$ cat src/rtl/mac_arbiter_pkg.sv
// mac_arbiter_pkg
//   Shared widths, signed word/product types and the dequantise helper for the
//   multiplier arbiter.
//   Optional feature macro: MAC_ARBITER_LOCK_EN (see rr_arbiter / mac_arbiter).
package mac_arbiter_pkg;

  localparam int MAC_DATA_WIDTH = 32;
  localparam int MAC_QUANT_BITS = 10;

  typedef logic signed [MAC_DATA_WIDTH-1:0]   word_t;
  typedef logic signed [2*MAC_DATA_WIDTH-1:0] product_t;

  // Arithmetic shift floors toward -inf; the upper bits are dropped, so overflow wraps.
  function automatic word_t dequantise(product_t p);
    product_t shifted;
    shifted = p >>> MAC_QUANT_BITS;
    return shifted[MAC_DATA_WIDTH-1:0];
  endfunction

endpackage

$ cat src/rtl/mac_arbiter_rr_arbiter.sv
// rr_arbiter
//   Round-robin grant generator with wrap-around priority search and rr_ptr.
//   With MAC_ARBITER_LOCK_EN defined, a handshake without req_last pins the
//   grant to that requester until its req_last handshake.
//
//   state    | meaning
//   unlocked | search starts at rr_ptr, first valid requester wins
//   locked   | only lock_idx may be granted, others see ready low
//
// Ports
//   clock, reset : system clock, synchronous active-high reset
//   req_valid    : per-requester request
//   req_last     : per-requester end of burst (MAC_ARBITER_LOCK_EN only)
//   grant        : one-hot grant, already qualified by req_valid
module rr_arbiter #(
  parameter int NUM_REQ = 4
) (
  input  logic               clock,
  input  logic               reset,
  input  logic [NUM_REQ-1:0] req_valid,
`ifdef MAC_ARBITER_LOCK_EN
  input  logic [NUM_REQ-1:0] req_last,
`endif
  output logic [NUM_REQ-1:0] grant
);

  localparam int PTR_W = (NUM_REQ > 1) ? $clog2(NUM_REQ) : 1;

  logic [PTR_W-1:0]   rr_ptr;
  logic [PTR_W-1:0]   search_idx;
  logic [PTR_W-1:0]   grant_idx;
  logic [NUM_REQ-1:0] search_grant;
  logic               found;

  // First pass covers rr_ptr..NUM_REQ-1, second pass wraps to 0..rr_ptr-1.
  always_comb begin
    search_grant = '0;
    search_idx   = '0;
    found        = 1'b0;
    for (int i = 0; i < NUM_REQ; i++) begin
      if (!found && req_valid[i] && (PTR_W'(i) >= rr_ptr)) begin
        found           = 1'b1;
        search_grant[i] = 1'b1;
        search_idx      = PTR_W'(i);
      end
    end
    for (int i = 0; i < NUM_REQ; i++) begin
      if (!found && req_valid[i]) begin
        found           = 1'b1;
        search_grant[i] = 1'b1;
        search_idx      = PTR_W'(i);
      end
    end
  end

`ifdef MAC_ARBITER_LOCK_EN
  logic             lock_active;
  logic [PTR_W-1:0] lock_idx;
  logic             last_hit;

  always_comb begin
    grant = '0;
    if (lock_active) begin
      for (int i = 0; i < NUM_REQ; i++) begin
        if ((PTR_W'(i) == lock_idx) && req_valid[i]) grant[i] = 1'b1;
      end
    end else begin
      grant = search_grant;
    end
  end

  assign grant_idx = lock_active ? lock_idx : search_idx;
  assign last_hit  = |(grant & req_last);

  always_ff @(posedge clock) begin
    if (reset) begin
      lock_active <= 1'b0;
      lock_idx    <= '0;
    end else if (|grant) begin
      if (lock_active) begin
        if (last_hit) lock_active <= 1'b0;
      end else if (!last_hit) begin
        lock_active <= 1'b1;
        lock_idx    <= grant_idx;
      end
    end
  end
`else
  assign grant     = search_grant;
  assign grant_idx = search_idx;
`endif

  always_ff @(posedge clock) begin
    if (reset) begin
      rr_ptr <= '0;
    end else if (|grant) begin
      rr_ptr <= (grant_idx == PTR_W'(NUM_REQ - 1)) ? '0 : grant_idx + PTR_W'(1);
    end
  end

endmodule

$ cat src/rtl/mac_arbiter.sv
// mac_arbiter
//   Shares one pipelined signed multiply + dequantising shift among NUM_REQ
//   requesters. One handshake per cycle, response exactly 3 cycles later,
//   tagged one-hot to the issuing requester. No response backpressure.
//   Optional feature macro: MAC_ARBITER_LOCK_EN adds req_last burst locking.
//
// Ports
//   clock, reset : system clock, synchronous active-high reset
//   req_valid    : requester i presents an operand pair
//   req_a, req_b : packed signed operands, requester i at [i*DATA_WIDTH +: DATA_WIDTH]
//   req_last     : end of locked burst (MAC_ARBITER_LOCK_EN only)
//   req_ready    : one-hot grant
//   rsp_valid    : one-hot response owner
//   rsp_data     : dequantised product
//   busy         : any transaction in the pipeline
module mac_arbiter
  import mac_arbiter_pkg::*;
#(
  parameter int NUM_REQ     = 4,
  parameter int DATA_WIDTH  = MAC_DATA_WIDTH,
  parameter int QUANT_BITS  = MAC_QUANT_BITS,
  parameter int PIPE_STAGES = 3
) (
  input  logic                          clock,
  input  logic                          reset,
  input  logic [NUM_REQ-1:0]            req_valid,
  input  logic [NUM_REQ*DATA_WIDTH-1:0] req_a,
  input  logic [NUM_REQ*DATA_WIDTH-1:0] req_b,
`ifdef MAC_ARBITER_LOCK_EN
  input  logic [NUM_REQ-1:0]            req_last,
`endif
  output logic [NUM_REQ-1:0]            req_ready,
  output logic [NUM_REQ-1:0]            rsp_valid,
  output logic [DATA_WIDTH-1:0]         rsp_data,
  output logic                          busy
);

  logic [NUM_REQ-1:0]             grant;
  logic [DATA_WIDTH-1:0]          sel_a, sel_b;
  logic [DATA_WIDTH-1:0]          s1_a, s1_b;
  logic [2*DATA_WIDTH-1:0]        ext_a, ext_b;
  logic signed [2*DATA_WIDTH-1:0] s2_prod;
  logic [DATA_WIDTH-1:0]          deq;
  logic [NUM_REQ-1:0]             tag_pipe [PIPE_STAGES];

  rr_arbiter #(.NUM_REQ(NUM_REQ)) u_arb (
    .clock     (clock),
    .reset     (reset),
    .req_valid (req_valid),
`ifdef MAC_ARBITER_LOCK_EN
    .req_last  (req_last),
`endif
    .grant     (grant)
  );

  assign req_ready = grant;

  always_comb begin
    sel_a = '0;
    sel_b = '0;
    for (int i = 0; i < NUM_REQ; i++) begin
      if (grant[i]) begin
        sel_a = req_a[i*DATA_WIDTH +: DATA_WIDTH];
        sel_b = req_b[i*DATA_WIDTH +: DATA_WIDTH];
      end
    end
  end

  // Sign-extending to full width first keeps the low 2*DATA_WIDTH product bits exact.
  assign ext_a = {{DATA_WIDTH{s1_a[DATA_WIDTH-1]}}, s1_a};
  assign ext_b = {{DATA_WIDTH{s1_b[DATA_WIDTH-1]}}, s1_b};

  generate
    if (DATA_WIDTH == MAC_DATA_WIDTH && QUANT_BITS == MAC_QUANT_BITS) begin : g_pkg_deq
      assign deq = dequantise(s2_prod);
    end else begin : g_gen_deq
      logic signed [2*DATA_WIDTH-1:0] shifted;
      assign shifted = s2_prod >>> QUANT_BITS;
      assign deq     = shifted[DATA_WIDTH-1:0];
    end
  endgenerate

  // The tag shift doubles as the stage-valid chain: a stage is valid when its tag is non-zero.
  always_ff @(posedge clock) begin
    if (reset) begin
      for (int s = 0; s < PIPE_STAGES; s++) tag_pipe[s] <= '0;
      s1_a     <= '0;
      s1_b     <= '0;
      s2_prod  <= '0;
      rsp_data <= '0;
    end else begin
      tag_pipe[0] <= grant;
      for (int s = 1; s < PIPE_STAGES; s++) tag_pipe[s] <= tag_pipe[s-1];
      if (|grant) begin
        s1_a <= sel_a;
        s1_b <= sel_b;
      end
      if (|tag_pipe[0]) s2_prod  <= ext_a * ext_b;
      if (|tag_pipe[1]) rsp_data <= deq;
    end
  end

  assign rsp_valid = tag_pipe[PIPE_STAGES-1];

  always_comb begin
    busy = 1'b0;
    for (int s = 0; s < PIPE_STAGES; s++) busy = busy | (|tag_pipe[s]);
  end

endmodule
$ cat config.mk
export PLATFORM = sky130hd
export DESIGN_NAME = mac_arbiter
export DESIGN_NICKNAME = d
export VERILOG_FILES = /design/src/rtl/mac_arbiter_pkg.sv /design/src/rtl/mac_arbiter_rr_arbiter.sv /design/src/rtl/mac_arbiter.sv
export SDC_FILE = /design/constraint.sdc
export NUM_CORES = 2
export LEC_CHECK = 0
export ABC_CLOCK_PERIOD_IN_PS = 20300
export BUFFER_PORTS_ARGS = -buffer_cell sky130_fd_sc_hd__buf_2
export CORE_UTILIZATION = 60
export DETAILED_ROUTE_END_ITERATION = 10
export HOLD_SLACK_MARGIN = 0.05
export PLACE_DENSITY = 0.81
export SKIP_CTS_REPAIR_TIMING = 1
export SLEW_MARGIN = 0
export SYNTH_ARGS = -nofsm -noshare
export SYNTH_HDL_FRONTEND = slang
export SYNTH_SLANG_ARGS = --single-unit
export TNS_END_PERCENT = 5
$ cat constraint.sdc
create_clock -name clock -period 20.3 [get_ports clock]
set_input_delay 1.015 -clock clock [delete_from_list [all_inputs] [get_ports clock]]
set_output_delay 1.015 -clock clock [all_outputs]
set_load 0.03 [all_outputs]
==> out/qor.txt <==
Crit-path most repeated cell: fa_1
Post-DR vias/cell: 5.825
Worst-path clk slew: 0.09 ns
Async set-reset flop share out of synthesis: 0%
Nets@finish: 4612
Post-Synthesis Cells: 3345
WP data required: 20.66 ns
LEAKAGE: 16.34 nW
Synth cell types: 58
Largest family of logic cells by synthesized area: adder cells
Detail Route Antenna Nets: 0
First-pass GRT wire length: 135.8 mm
Fin area: 33010 sq um
Setup_tns: 0 ns
Final Util: 65.92%
Worst Max-Slew Pin Slew: 1.300 ns
Comb pwr share: 77.7%
Pin count of the biggest net entering global routing: 85
Final min period: 7.867 ns
Clk_skew: 0.02260 ns
Most frequent cell after synthesis: fa_1
Setup violators final: 0
Boundary pin count: 303
Worst Hold Class: reg2reg
Seq/Total Area, Yosys: 9.339%
R2R Path Start: s1_b[3]$_SDFFE_PP0P_
Max-cap violation count: 0
Final hold vios: 0
Sequential power share: 11.9%
Mapped Avg Cell Area: 9.100 sq um
Post-synth EDFFs: 0
Int Pwr: 1.533 mW
DP HPWL: 66.55 mm
Relative slew slack: 13.34%
Max-slew violation count: 0
Count of input and output buffers: 302
Syn Nets: 4458
Worst-Skew Late Latency: 0.45 ns
Die W: 227.2 um
CTS tree: done
Ranking of synthesized cells by area: fa_1 46%, dfxtp_1 9.3%, and2_1 9.3%
Min-delay src: s2_prod[12]$_SDFFE_PP0P_
Post-placement cell count: 4152
Clock buffer depth: 2
Fraction of layout cells with a size suffix above 1: 11.65%
Final WL: 85.15 mm
Final Wtd Congestion: 0.9440
CP arrival: 8.23 ns
Period utilization: 38.75%
H-Tree Depth: 4
Crit start category: flop
Cell Pwr Density: 98.30 nW/um^2
Initial antenna violation count: 3
Critical Path End Type: flop
Violated checks: DRC
Setup CP Type: reg2reg
Area after DPL: 32390 sq um
Outcome: finished with violations
Yosys Warn Count: 0
Global Route Usage Sum: 34.28%
Crit-path cells: and2_1 -> fa_1 -> fa_1 -> inv_1 -> fa_1 -> fa_1 -> inv_1 -> fa_1 -> inv_1 -> fa_1 -> inv_1 -> fa_1 -> fa_1 -> ha_1 -> a211o_1 -> or4_1 -> a21o_1 -> a21oi_2 -> o31ai_1 -> xnor2_1 -> nand2_1 -> a21oi_1
RSZ-0062 raised after global routing: no
FF+latch count, synth: 142
Slowest library cell on the worst path: dfxtp_1
Chip height: 227.2 um
Sw Ratio: 52.76%
DR vias: 24.38k
Max FO, Critical Path: 33
Synth Area in Adders: 52.10%
Post-synth top flop: dfxtp_1
Synth Area in Compound Gates: 8.357%
Final Non-Filler Cells: 4185
Sw power: 1.712 mW
Starting Density: 60.79%
Simple-Gate Fraction of Synth Area: 16.64%
Detailed router's first-iteration violation count: 2169
Fill cells: 3953
Fmax: 0.1271 GHz
Mux share of post-synthesis cell area: 0%
Die area: 51630 sq um
Peak VDD IR: 0.1065 mV
Slowest stage delay, CP: 1.16 ns
Total gr overflow: 0
Crit path launch: s1_b[3]$_SDFFE_PP0P_
Sink Count: 142
DR DRC count: 4
Vias in the first global route: 25.80k
Clk pwr share: 10.4%
Core area: 50070 sq um
DRT Pass-1 Iters: 11
Rows: 82
XOR/XNOR Fraction of Synth Area: 2.318%
Top post-synthesis cells by count: 694 x fa_1, 685 x inv_1, 454 x nand2_1
Yosys top cell area share: 45.64%
TritonCTS Buffers: 17
Synth Cell Area: 30440 sq um
Root Driver: clkbuf_16
Cell taking the most area after synthesis: fa_1
Routed WL per cell: 20.35 um
Layout area overhead: 8.439%
==> cell type report <==
type	instances	area [sq um]	area share, %
multi-input combinational	2295	24190	73.30
sequential	142	2846	8.624
inverter	685	2571	7.790
timing repair buffer	358	1934	5.861
tap	672	840.8	2.547
clock buffer	17	425.4	1.289
clock inverter	15	192.7	0.5838
antenna	1	2.502	0.007581
==> through the flow <==
step	total power [mW]	hold slack, ns	setup slack, ns
global placement	2.832	0.4386	12.77
floorplan	2.180	0.4321	13.47
global route	3.564	0.4696	12.15
CTS	3.226	0.4555	12.51
finish	3.245	0.4548	12.43
detailed placement	2.866	0.4446	12.63
==> logic make-up after synthesis <==
kind of cell	after synthesis
AOI/OAI and AO/OA	362
adders and majority gates	851
xor gates and xnor gates	79
buffers and inverters	908
and+or+nand+nor	1003
DFF	142
==> worst max-delay path: cells and delay by family, from the launching register on <==
family / cells / cell delay [ns]
flip-flops: 1 / 1.16
AND/OR/NAND/NOR: 3 / 0.86
adder cells (fa/ha/maj): 9 / 4.24
AO/OA/AOI/OAI: 5 / 1.09
XOR/XNOR: 1 / 0.18
buffers and inverters: 4 / 0.21
==> placed cells by master, fill, tap and decap left out, types with 10 or more instances in the layout <==
| cell | synthesis | final |
|---|---|---|
| nand2_1 | 454 | 454 |
| a222oi_1 | 64 | 64 |
| nand2b_1 | 10 | 10 |
| ha_1 | 157 | 157 |
| xor2_1 | 20 | 20 |
| a211oi_1 | 11 | 11 |
| buf_4 | 4 | 57 |
| nor2_1 | 33 | 33 |
| a22oi_1 | 66 | 66 |
| o21ai_0 | 15 | 15 |
| dfxtp_1 | 142 | 139 |
| a21o_1 | 15 | 15 |
| xnor2_1 | 58 | 58 |
| clkbuf_16 | 0 | 17 |
| and2_1 | 452 | 450 |
| inv_1 | 685 | 685 |
| fa_1 | 694 | 694 |
| a21oi_1 | 143 | 143 |
| buf_2 | 0 | 301 |
==> worst paths after layout <==
kind,to,slack [ns],depth (start not counted)
setup / recovery,s2_prod[41]$_SDFFE_PP0P_,12.43,22
hold / removal,rsp_data[2]$_SDFFE_PP0P_,0.45,2
setup reg to reg,s2_prod[41]$_SDFFE_PP0P_,12.43,22
hold reg to reg,rsp_data[2]$_SDFFE_PP0P_,0.45,2
==> power groups by stage <==
stage               Clock [mW]  Sequential, mW  Combinational (mW)
floorplan                    0           0.356                1.82
global placement             0           0.387                2.45
detailed placement           0           0.387                2.48
CTS                      0.338           0.382                2.51
global route             0.347           0.388                2.83
finish                   0.338           0.386                2.52
==> layer usage <==
| metal | part of all wire [%] | track usage, % | vias to the layer above | wire, um |
|---|---|---|---|---|
| li1 | - | - | 10382 | - |
| met1 | 36 | 42.05 | 12282 | 30710 |
| met2 | 50 | 58.79 | 1392 | 42510 |
| met3 | 9.2 | 7.073 | 319 | 7872 |
| met4 | 4.7 | 14.46 | 4 | 4026 |
| met5 | 0.031 | 0 | - | 26 |
==> registers in the layout, summed over array words and instances, names as in the netlist <==
| name | count |
|---|---|
| tag_pipe | 12 |
| u_arb.rr_ptr | 2 |
| s1_b | 32 |
| rsp_data | 32 |
| s2_prod | 32 |
| s1_a | 32 |
Power figures use the tool's default switching activity.
